$ cat config.mk
export PLATFORM = sky130hd
export DESIGN_NAME = rf_wb_arbiter
export DESIGN_NICKNAME = d
export VERILOG_FILES = /design/src/rtl/rf_wb_arbiter.sv
export SDC_FILE = /design/constraint.sdc
export NUM_CORES = 1
export LEC_CHECK = 0
export ABC_AREA = 1
export CAP_MARGIN = 5
export CELL_PAD_IN_SITES_DETAIL_PLACEMENT = 1
export CELL_PAD_IN_SITES_GLOBAL_PLACEMENT = 1
export CORE_ASPECT_RATIO = 0.8
export CORE_MARGIN = 4
export CORE_UTILIZATION = 43
export CTS_CLUSTER_SIZE = 30
export DETAILED_ROUTE_END_ITERATION = 10
export GPL_TIMING_DRIVEN = 0
export HOLD_SLACK_MARGIN = 0.05
export PLACE_DENSITY_LB_ADDON = 0.1
export SYNTH_ARGS = -nofsm -noshare
export SYNTH_HDL_FRONTEND = slang
export SYNTH_SLANG_ARGS = --single-unit
$ cat constraint.sdc
create_clock -name clk -period 2.55 [get_ports clk]
set_input_delay 0.3825 -clock clk [delete_from_list [all_inputs] [get_ports clk]]
set_output_delay 0.3825 -clock clk [all_outputs]
set_load 0.03 [all_outputs]
$ cat src/rtl/rf_wb_arbiter.sv
// rf_wb_arbiter
//   Shares the integer register file's single write port between the
//   execute-stage result (ex) and the load-return path (ld). Each source
//   is buffered in its own DEPTH-entry FIFO. When both FIFOs hold data,
//   a round-robin pointer picks the winner and flips. Writes to r0 are
//   accepted and silently dropped.
//
//   Build option: define RF_WB_PENDING_EN to enable the pending-write
//   query ports (qAddr0/1 -> qPending0/1). Without it the compare logic
//   is absent and qPending0/1 read 0.
//
// Ports
//   clk, rst_n             clock, asynchronous active-low reset
//   exValid/exReady        ex request handshake (ready = ex FIFO not full)
//   exAddr, exData         ex destination register and data
//   ldValid/ldReady        load request handshake (ready = ld FIFO not full)
//   ldAddr, ldData         load destination register and data
//   regWrite, writeAddr,   register file write port; driven only from FIFO
//   dataIn                 heads and the round-robin pointer
//   qAddr0/1, qPending0/1  "is a write to this register still queued?"
//   idle                   both FIFOs empty

`ifndef RF_ADDR_WIDTH
`define RF_ADDR_WIDTH 5
`endif
`ifndef WORD_WIDTH
`define WORD_WIDTH 32
`endif

// Per-source writeback FIFO. Push and pop are assumed legal (the parent
// only pushes when not full and only pops when not empty).
module rf_wb_fifo #(
    parameter int DEPTH = 2,
    parameter int AW    = 5,
    parameter int DW    = 32
) (
    input  logic                      clk,
    input  logic                      rst_n,
    input  logic                      push_i,
    input  logic                      pop_i,
    input  logic [AW-1:0]             addr_i,
    input  logic [DW-1:0]             data_i,
    output logic                      full_o,
    output logic                      empty_o,
    output logic [AW-1:0]             head_addr_o,
    output logic [DW-1:0]             head_data_o,
    output logic [DEPTH-1:0][AW-1:0]  slot_addr_o,
    output logic [DEPTH-1:0]          slot_vld_o
);
    localparam int PW = $clog2(DEPTH);

    logic [PW-1:0]            rd_q, rd_d;
    logic [PW-1:0]            wr_q, wr_d;
    logic [PW:0]              cnt_q, cnt_d;
    logic [DEPTH-1:0][AW-1:0] addr_q;
    logic [DEPTH-1:0][DW-1:0] data_q;

    // Pointers wrap naturally at DEPTH because DEPTH is a power of two.
    always_comb begin
        rd_d  = rd_q + PW'(pop_i);
        wr_d  = wr_q + PW'(push_i);
        cnt_d = cnt_q + (PW+1)'(push_i) - (PW+1)'(pop_i);
    end

    always_ff @(posedge clk or negedge rst_n) begin
        if (!rst_n) begin
            rd_q   <= '0;
            wr_q   <= '0;
            cnt_q  <= '0;
            addr_q <= '0;
            data_q <= '0;
        end else begin
            rd_q  <= rd_d;
            wr_q  <= wr_d;
            cnt_q <= cnt_d;
            if (push_i) begin
                addr_q[wr_q] <= addr_i;
                data_q[wr_q] <= data_i;
            end
        end
    end

    assign full_o      = (cnt_q == (PW+1)'(DEPTH));
    assign empty_o     = (cnt_q == '0);
    assign head_addr_o = addr_q[rd_q];
    assign head_data_o = data_q[rd_q];
    assign slot_addr_o = addr_q;

    // A slot is live when its distance from the read pointer is below count.
    always_comb begin
        slot_vld_o = '0;
        for (int i = 0; i < DEPTH; i++) begin
            slot_vld_o[i] = ({1'b0, PW'(i) - rd_q} < cnt_q);
        end
    end
endmodule

module rf_wb_arbiter #(
    parameter int DEPTH = 2
) (
    input  logic                      clk,
    input  logic                      rst_n,
    input  logic                      exValid,
    output logic                      exReady,
    input  logic [`RF_ADDR_WIDTH-1:0] exAddr,
    input  logic [`WORD_WIDTH-1:0]    exData,
    input  logic                      ldValid,
    output logic                      ldReady,
    input  logic [`RF_ADDR_WIDTH-1:0] ldAddr,
    input  logic [`WORD_WIDTH-1:0]    ldData,
    output logic                      regWrite,
    output logic [`RF_ADDR_WIDTH-1:0] writeAddr,
    output logic [`WORD_WIDTH-1:0]    dataIn,
    input  logic [`RF_ADDR_WIDTH-1:0] qAddr0,
    input  logic [`RF_ADDR_WIDTH-1:0] qAddr1,
    output logic                      qPending0,
    output logic                      qPending1,
    output logic                      idle
);
    localparam int AW    = `RF_ADDR_WIDTH;
    localparam int DW    = `WORD_WIDTH;
    localparam int NSRC  = 2;
    localparam int SRC_EX = 0;
    localparam int SRC_LD = 1;

    // Source-indexed views: [0] = ex, [1] = ld.
    logic [NSRC-1:0]                    src_valid;
    logic [NSRC-1:0][AW-1:0]            src_addr;
    logic [NSRC-1:0][DW-1:0]            src_data;
    logic [NSRC-1:0]                    push, pop, full, empty;
    logic [NSRC-1:0][AW-1:0]            head_addr;
    logic [NSRC-1:0][DW-1:0]            head_data;
    logic [NSRC-1:0][DEPTH-1:0][AW-1:0] slot_addr;
    logic [NSRC-1:0][DEPTH-1:0]         slot_vld;

    // Round-robin pointer: 1 selects ld, 0 selects ex.
    logic rr_q, rr_d;
    logic both, any, grant_ld;

    assign src_valid = {ldValid, exValid};
    assign src_addr  = {ldAddr,  exAddr};
    assign src_data  = {ldData,  exData};

    for (genvar s = 0; s < NSRC; s++) begin : g_src
        // Ready is purely occupancy based; an r0 write is taken but not stored.
        assign push[s] = src_valid[s] && !full[s] && (src_addr[s] != '0);

        rf_wb_fifo #(.DEPTH(DEPTH), .AW(AW), .DW(DW)) u_fifo (
            .clk         (clk),
            .rst_n       (rst_n),
            .push_i      (push[s]),
            .pop_i       (pop[s]),
            .addr_i      (src_addr[s]),
            .data_i      (src_data[s]),
            .full_o      (full[s]),
            .empty_o     (empty[s]),
            .head_addr_o (head_addr[s]),
            .head_data_o (head_data[s]),
            .slot_addr_o (slot_addr[s]),
            .slot_vld_o  (slot_vld[s])
        );
    end

    assign exReady = !full[SRC_EX];
    assign ldReady = !full[SRC_LD];
    assign idle    = empty[SRC_EX] && empty[SRC_LD];

    // Grant and write port depend only on stored state, never on inputs.
    always_comb begin
        both     = !empty[SRC_EX] && !empty[SRC_LD];
        any      = !empty[SRC_EX] || !empty[SRC_LD];
        grant_ld = both ? rr_q : !empty[SRC_LD];
        pop      = '0;
        if (any) begin
            pop[SRC_LD] = grant_ld;
            pop[SRC_EX] = !grant_ld;
        end
        // Pointer only moves when it actually broke a tie.
        rr_d      = both ? !rr_q : rr_q;
        regWrite  = any;
        writeAddr = '0;
        dataIn    = '0;
        if (any) begin
            writeAddr = grant_ld ? head_addr[SRC_LD] : head_addr[SRC_EX];
            dataIn    = grant_ld ? head_data[SRC_LD] : head_data[SRC_EX];
        end
    end

    always_ff @(posedge clk or negedge rst_n) begin
        if (!rst_n) begin
            rr_q <= 1'b1;
        end else begin
            rr_q <= rr_d;
        end
    end

`ifdef RF_WB_PENDING_EN
    // Compare against stored entries only; an enqueue this cycle is not seen.
    always_comb begin
        qPending0 = 1'b0;
        qPending1 = 1'b0;
        for (int s = 0; s < NSRC; s++) begin
            for (int i = 0; i < DEPTH; i++) begin
                if (slot_vld[s][i] && (slot_addr[s][i] == qAddr0)) qPending0 = 1'b1;
                if (slot_vld[s][i] && (slot_addr[s][i] == qAddr1)) qPending1 = 1'b1;
            end
        end
        if (qAddr0 == '0) qPending0 = 1'b0;
        if (qAddr1 == '0) qPending1 = 1'b0;
    end
`else
    assign qPending0 = 1'b0;
    assign qPending1 = 1'b0;

    logic unused_pending;
    assign unused_pending = ^{qAddr0, qAddr1, slot_addr, slot_vld};
`endif

endmodule

==> impl_metrics.toml, run 1 <==
[status]
status = "completed"

[routing]
wirelength_um = 22400
drc = 0
viasPerCell = 5.09
post_drt_wl_per_cell_um = 18.7
via_count = 6104
antenna_left = 0
first_pass_iters = 7
first_iter_violations = 351

[logic_synthesis]
yosys.cell_types.count = 20
syn_area_mm2 = 0.00738
ys_ff_latch = 157
avgSynthCellArea_um2 = 8.93
ys_seq_area_frac = 0.533
synthCells = 826
yosys_warnings = 0

[worst_setup_path]
cp.arrival_ps = 2070
endpoint = "dataIn[31]"
cp-startpoint = "rr_q"
r2r_slack_ps = 440
worstSetupEndpointType = "output port"
worst_r2r_endpoint = "g_src[1].u_fifo.data_q[30]"
crit_required_ps = 2170
crit_path_max_fanout = 10
path_class = "flop to output port"
reg2regPathDepth = 8
reg2reg_from = "g_src[1].u_fifo.cnt_q[0]"
crit_path_start_kind = "flop"

[clock_tree]
htree_num_levels = 4
clockBufferDepth = 2
cts.sink_count = 157
cts_made_buffers = 17
insertion_delay_ps = 430
cts_tree = "done"
cts_setup_buffers = 0
root_buffer = "clkbuf_16"
clk_pin_slew_ps = 60

[place]
port_buffers = 118
dpl.hpwl_um = 16200
dpl_cell_area_mm2 = 0.00887
dp.cells = 1166
dp_slack_ps = 21.7
gp_congestion = 0.792

[hold_path]
hold_path.class = "input pin to async pin"

[floorplanning]
die_h_um = 125
dieArea_mm2 = 0.0193
io_pins = 131
fp.coreArea_mm2 = 0.0167
initial_core_util = 0.442
die_w_um = 154
rows = 42

[timing]
setup_slack_ps = 98.2
report.final.hold_viol_count = 0
period_share = 0.961
tightest_slew_ps = 614
setup_tns_ps = 0
max_slew_margin = 0.591
clock-skew-final_ps = 8.58
drv_slew = 0
setup_violations = 0
fin_crit_ps = 2450
fmax_mhz = 408

[final_layout]
area_growth_pct = 27.7
mostFrequentLayoutCell = "nand2_1"
antenna_cells = 0
fin_area_mm2 = 0.00942
final_cell_mix = "272 x nand2_1, 156 x dfrtp_1, 146 x o21ai_0"
drive_gt1_frac = 0.181
final_nets = 1062
instances_no_fill = 1199

[global_route]
grt_pass1_wl_um = 36200
first_global_vias = 6693
grt.total_usage = 0.238
gr-usage-met2 = 0.383
use_met3 = 0.0560
use_met1 = 0.336
antenna_found_initial = 0
grt-ovfl-total = 0
busiest_layer = "met2"
grt_max_degree = 103

[power_and_ir_drop]
ir_drop_v = 0.000834
power.leakage_nw = 4.42
power.density_mw_per_mm2 = 1540
power_mw = 14.5

[run]
max_cap_viol_count = 0
-- logic make-up after synthesis --
family / synth area share
xor+xnor: 0.00594
fa+ha+maj: 0.0136
simple gates: 0.147
mux: 0.113
buf+inv: 0.0814
flops: 0.533
compound gates: 0.106
other cells: 0.000508
-- area by class of cell --
class                      instances  area (um2)
clock inverter                    10         115
fill                            1949        7290
inverter                          90         338
multi-input combinational        530        2870
timing repair buffer             120        1140
tap                              220         275
clock buffer                      22         464
sequential                       157        3930
buffer                            50         292
-- state kept, by name, indices dropped and copies added (netlist names) --
signal / cells
g_src.u_fifo.data_q: 128
g_src.u_fifo.slot_addr_o: 20
rr_q: 1
g_src.u_fifo.cnt_q: 4
g_src.u_fifo.wr_q: 2
g_src.u_fifo.rd_q: 2
-- synth_stat cells, drive strengths merged --
cell type  number  share of area
nand2         274           0.14
dfrtp         156           0.53
o21ai         150           0.10
inv            90          0.046
mux2           74           0.11
buf            30          0.025
clkbuf         20          0.010
nor2           11         0.0056
ha              8          0.014
xor2            3         0.0036
a21boi          2         0.0020
a21oi           2         0.0024
nor3            2         0.0014
xnor2           2         0.0024
conb            1        0.00051
dfstp           1         0.0036
-- through the flow --
step	utilization	hold slack (ps)
2_1_floorplan	-	86.9
3_3_place_gp	0.529	489
3_5_place_dp	0.531	386
4_1_cts	0.566	491
5_1_grt	0.564	516
6_report	0.564	490
-- where the power goes --
part	internal (mW)	switching, mW	leakage, nW
logic	2.69	5.00	2.24
clock network	1.49	1.01	0.288
registers	3.77	0.574	1.89
total	7.95	6.58	4.42
-- metal layers --
metal	wire (um)	part of all wire
met5	0	0
met4	174	0.0078
met1	10600	0.47
met3	950	0.042
met2	10700	0.48
-- worst min path at each step --
stage and endpoint:
2_1_floorplan g_src[0].u_fifo.cnt_q[0], 3_3_place_gp g_src[1].u_fifo.data_q[35], 3_5_place_dp g_src[0].u_fifo.slot_addr_o[5], 4_1_cts g_src[0].u_fifo.slot_addr_o[5], 5_1_grt g_src[0].u_fifo.data_q[63], 6_report g_src[0].u_fifo.slot_addr_o[5]
-- worst max-delay path, stage by stage (launching register included) --
cell and delay [ps]:
dfstp_2 580, inv_2 80, a21oi_4 220, buf_6 170, nand2_1 70, nand2_1 110
dlygate4sd2_1 410
-- timing repair --
action	in CTS	in global routing
hold buffers	1	0
resized for setup	78	46
pin swaps	0	0
endpoints found under the hold margin	55	0
endpoints found under the setup margin	37	36
No activity file was read; power rests on OpenSTA's default activity.
==> inputs of run 2 (changes only) <==
--- a/config.mk
+++ b/config.mk
@@ -17,6 +17,7 @@
 export GPL_TIMING_DRIVEN = 0
 export HOLD_SLACK_MARGIN = 0.05
 export PLACE_DENSITY_LB_ADDON = 0.1
+export SETUP_SLACK_MARGIN = 0.4
 export SYNTH_ARGS = -nofsm -noshare
 export SYNTH_HDL_FRONTEND = slang
 export SYNTH_SLANG_ARGS = --single-unit
==> run 2 against run 1 <==
  * Register-to-register slack worse by 80 ps
  * Critical path depth grew 2
  * Core utilization is 5.6 points higher
  * Power is 20% higher
  * Clock power about the same
  * Hold slack gained 2.7 ps
  * Cell count rose by 2.7%
  * Flip-flop and latch count did not move
  * Largest power group unchanged
  * Highest routed layer unchanged
==> impl_metrics.toml, run 2 (synthesized netlist as in run 1, its figures left out) <==
[worst_setup_path]
slowest_stage = "dfrtp_2"
cp.arrival_ps = 1900
crit_path_max_fanout = 6
worst_r2r_endpoint = "g_src[0].u_fifo.cnt_q[1]"
reg2regPathDepth = 12
path_class = "flop to output port"
r2r_slack_ps = 360
path_buf_inv = 4
reg2reg_from = "g_src[0].u_fifo.cnt_q[0]"
endpoint = "dataIn[2]"
crit_required_ps = 2170
worstSetupEndpointType = "output port"
crit_path_start_kind = "flop"
crit_path_cell_trace = "inv_2 > nand2_4 > a21oi_4 > buf_6 > buf_4 > nand2_4 > nand2_2 > buf_6"
cp-startpoint = "g_src[1].u_fifo.cnt_q[1]"
cp_slowest_stage_delay_ps = 450
path_delay_family = "buffers and inverters"
path_depth = 8

[floorplanning]
die_h_um = 125
io_pins = 131
initial_core_util = 0.442
rows = 42
fp.coreArea_mm2 = 0.0167
dieArea_mm2 = 0.0193
die_w_um = 154

[final_layout]
top_register = "g_src.u_fifo.data_q"
final_nets = 1094
area_growth_pct = 40.3
seqCellArea_mm2 = 0.00393
instances_no_fill = 1231
antenna_cells = 0
nFillCells = 1857
mostFrequentLayoutCell = "nand2_1"
largest_reg_flops = 128
final_cell_mix = "193 x nand2_1, 155 x dfrtp_1, 125 x o21ai_0"
multi_input_area_mm2 = 0.00324
fin_area_mm2 = 0.0103
drive_gt1_frac = 0.317

[global_route]
grt_max_degree = 103
grt.total_usage = 0.251
first_global_vias = 6981
grt-ovfl-total = 0
gr-usage-met2 = 0.410
busiest_layer = "met2"
use_met3 = 0.0584
antenna_found_initial = 0
use_met1 = 0.346
grt_pass1_wl_um = 38100

[timing]
fin_crit_ps = 2280
rsz0062_at_grt = "true"
setup_slack_ps = 269
report.final.hold_viol_count = 0
clock-skew-final_ps = 6.27
setup_violations = 0
fmax_mhz = 438
tightest_slew_ps = 562
period_share = 0.894
max_slew_margin = 0.626
drv_slew = 0

[power_and_ir_drop]
ir_drop_v = 0.000888
power_mw = 17.5
power.density_mw_per_mm2 = 1690
power.leakage_nw = 4.88

[routing]
antenna_left = 0
wirelength_um = 25000
viasPerCell = 5.23
drc = 0
post_drt_wl_per_cell_um = 20.3
first_pass_iters = 5
first_iter_violations = 404
via_count = 6442

[clock_tree]
insertion_delay_ps = 430
cts_tree = "done"
cts_made_buffers = 17
htree_num_levels = 4
clockBufferDepth = 2
clk_pin_slew_ps = 60
root_buffer = "clkbuf_16"
cts.sink_count = 157

[hold_path]
hold_path.class = "input pin to async pin"

[place]
dpl_cell_area_mm2 = 0.00887
dp.cells = 1166
port_buffers = 118
gp_congestion = 0.792
dpl.hpwl_um = 16200
dp_slack_ps = 21.7

[status]
status = "completed"

[run]
max_cap_viol_count = 0
run 2: timing repair:
action                     CTS  global route
setup endpoints to repair   39           173
hold buffers                 1             0
pin swaps                   13            30
setup buffers               13            11
cloned                       6             2
gates resized for setup    345           150
hold endpoints to repair    55             0
run 2: how the worst min path moves through the flow:
| stage | start | to | slack (ps) | cells after the start |
|---|---|---|---|---|
| 3_3_place_gp | g_src[1].u_fifo.data_q[35] | g_src[1].u_fifo.data_q[35] | 490 | 1 |
| 6_report | rst_n | g_src[0].u_fifo.slot_addr_o[2] | 490 | 2 |
| 3_5_place_dp | rst_n | g_src[0].u_fifo.slot_addr_o[5] | 390 | 1 |
| 2_1_floorplan | rst_n | g_src[0].u_fifo.cnt_q[0] | 90 | 0 |
| 4_1_cts | rst_n | g_src[0].u_fifo.slot_addr_o[5] | 490 | 2 |
| 5_1_grt | g_src[0].u_fifo.data_q[63] | g_src[0].u_fifo.data_q[63] | 520 | 1 |
run 2: area by class of cell:
type / instances / area share
plain buffers: 50 / 0.0372
clock buffers: 22 / 0.0449
clock inverters: 10 / 0.0111
inverters: 90 / 0.0329
multi-input cells: 530 / 0.313
flip-flops and latches: 157 / 0.380
well taps: 220 / 0.0266
repair buffers: 152 / 0.154
run 2: stage by stage:
stage          hold WS, ps  setup TNS [ps]  utilization
6_report               492               0        0.619
3_5_place_dp           386               0        0.531
2_1_floorplan         86.9               0            -
4_1_cts                491               0        0.590
5_1_grt                516               0        0.619
3_3_place_gp           489         -809800        0.529
run 2: report_power, final:
part / total, mW / internal [mW] / switching, mW
Sequential: 4.38 / 3.77 / 0.610
Clock: 2.52 / 1.49 / 1.03
Combinational: 10.6 / 4.39 / 6.17
run 2: layer usage:
layer	wire, um	vias to the layer above	part of all wire
met2	12300	158	0.49
met4	303	0	0.012
met1	11200	3304	0.45
met5	0	-	0
li1	-	2952	-
met3	1210	28	0.048
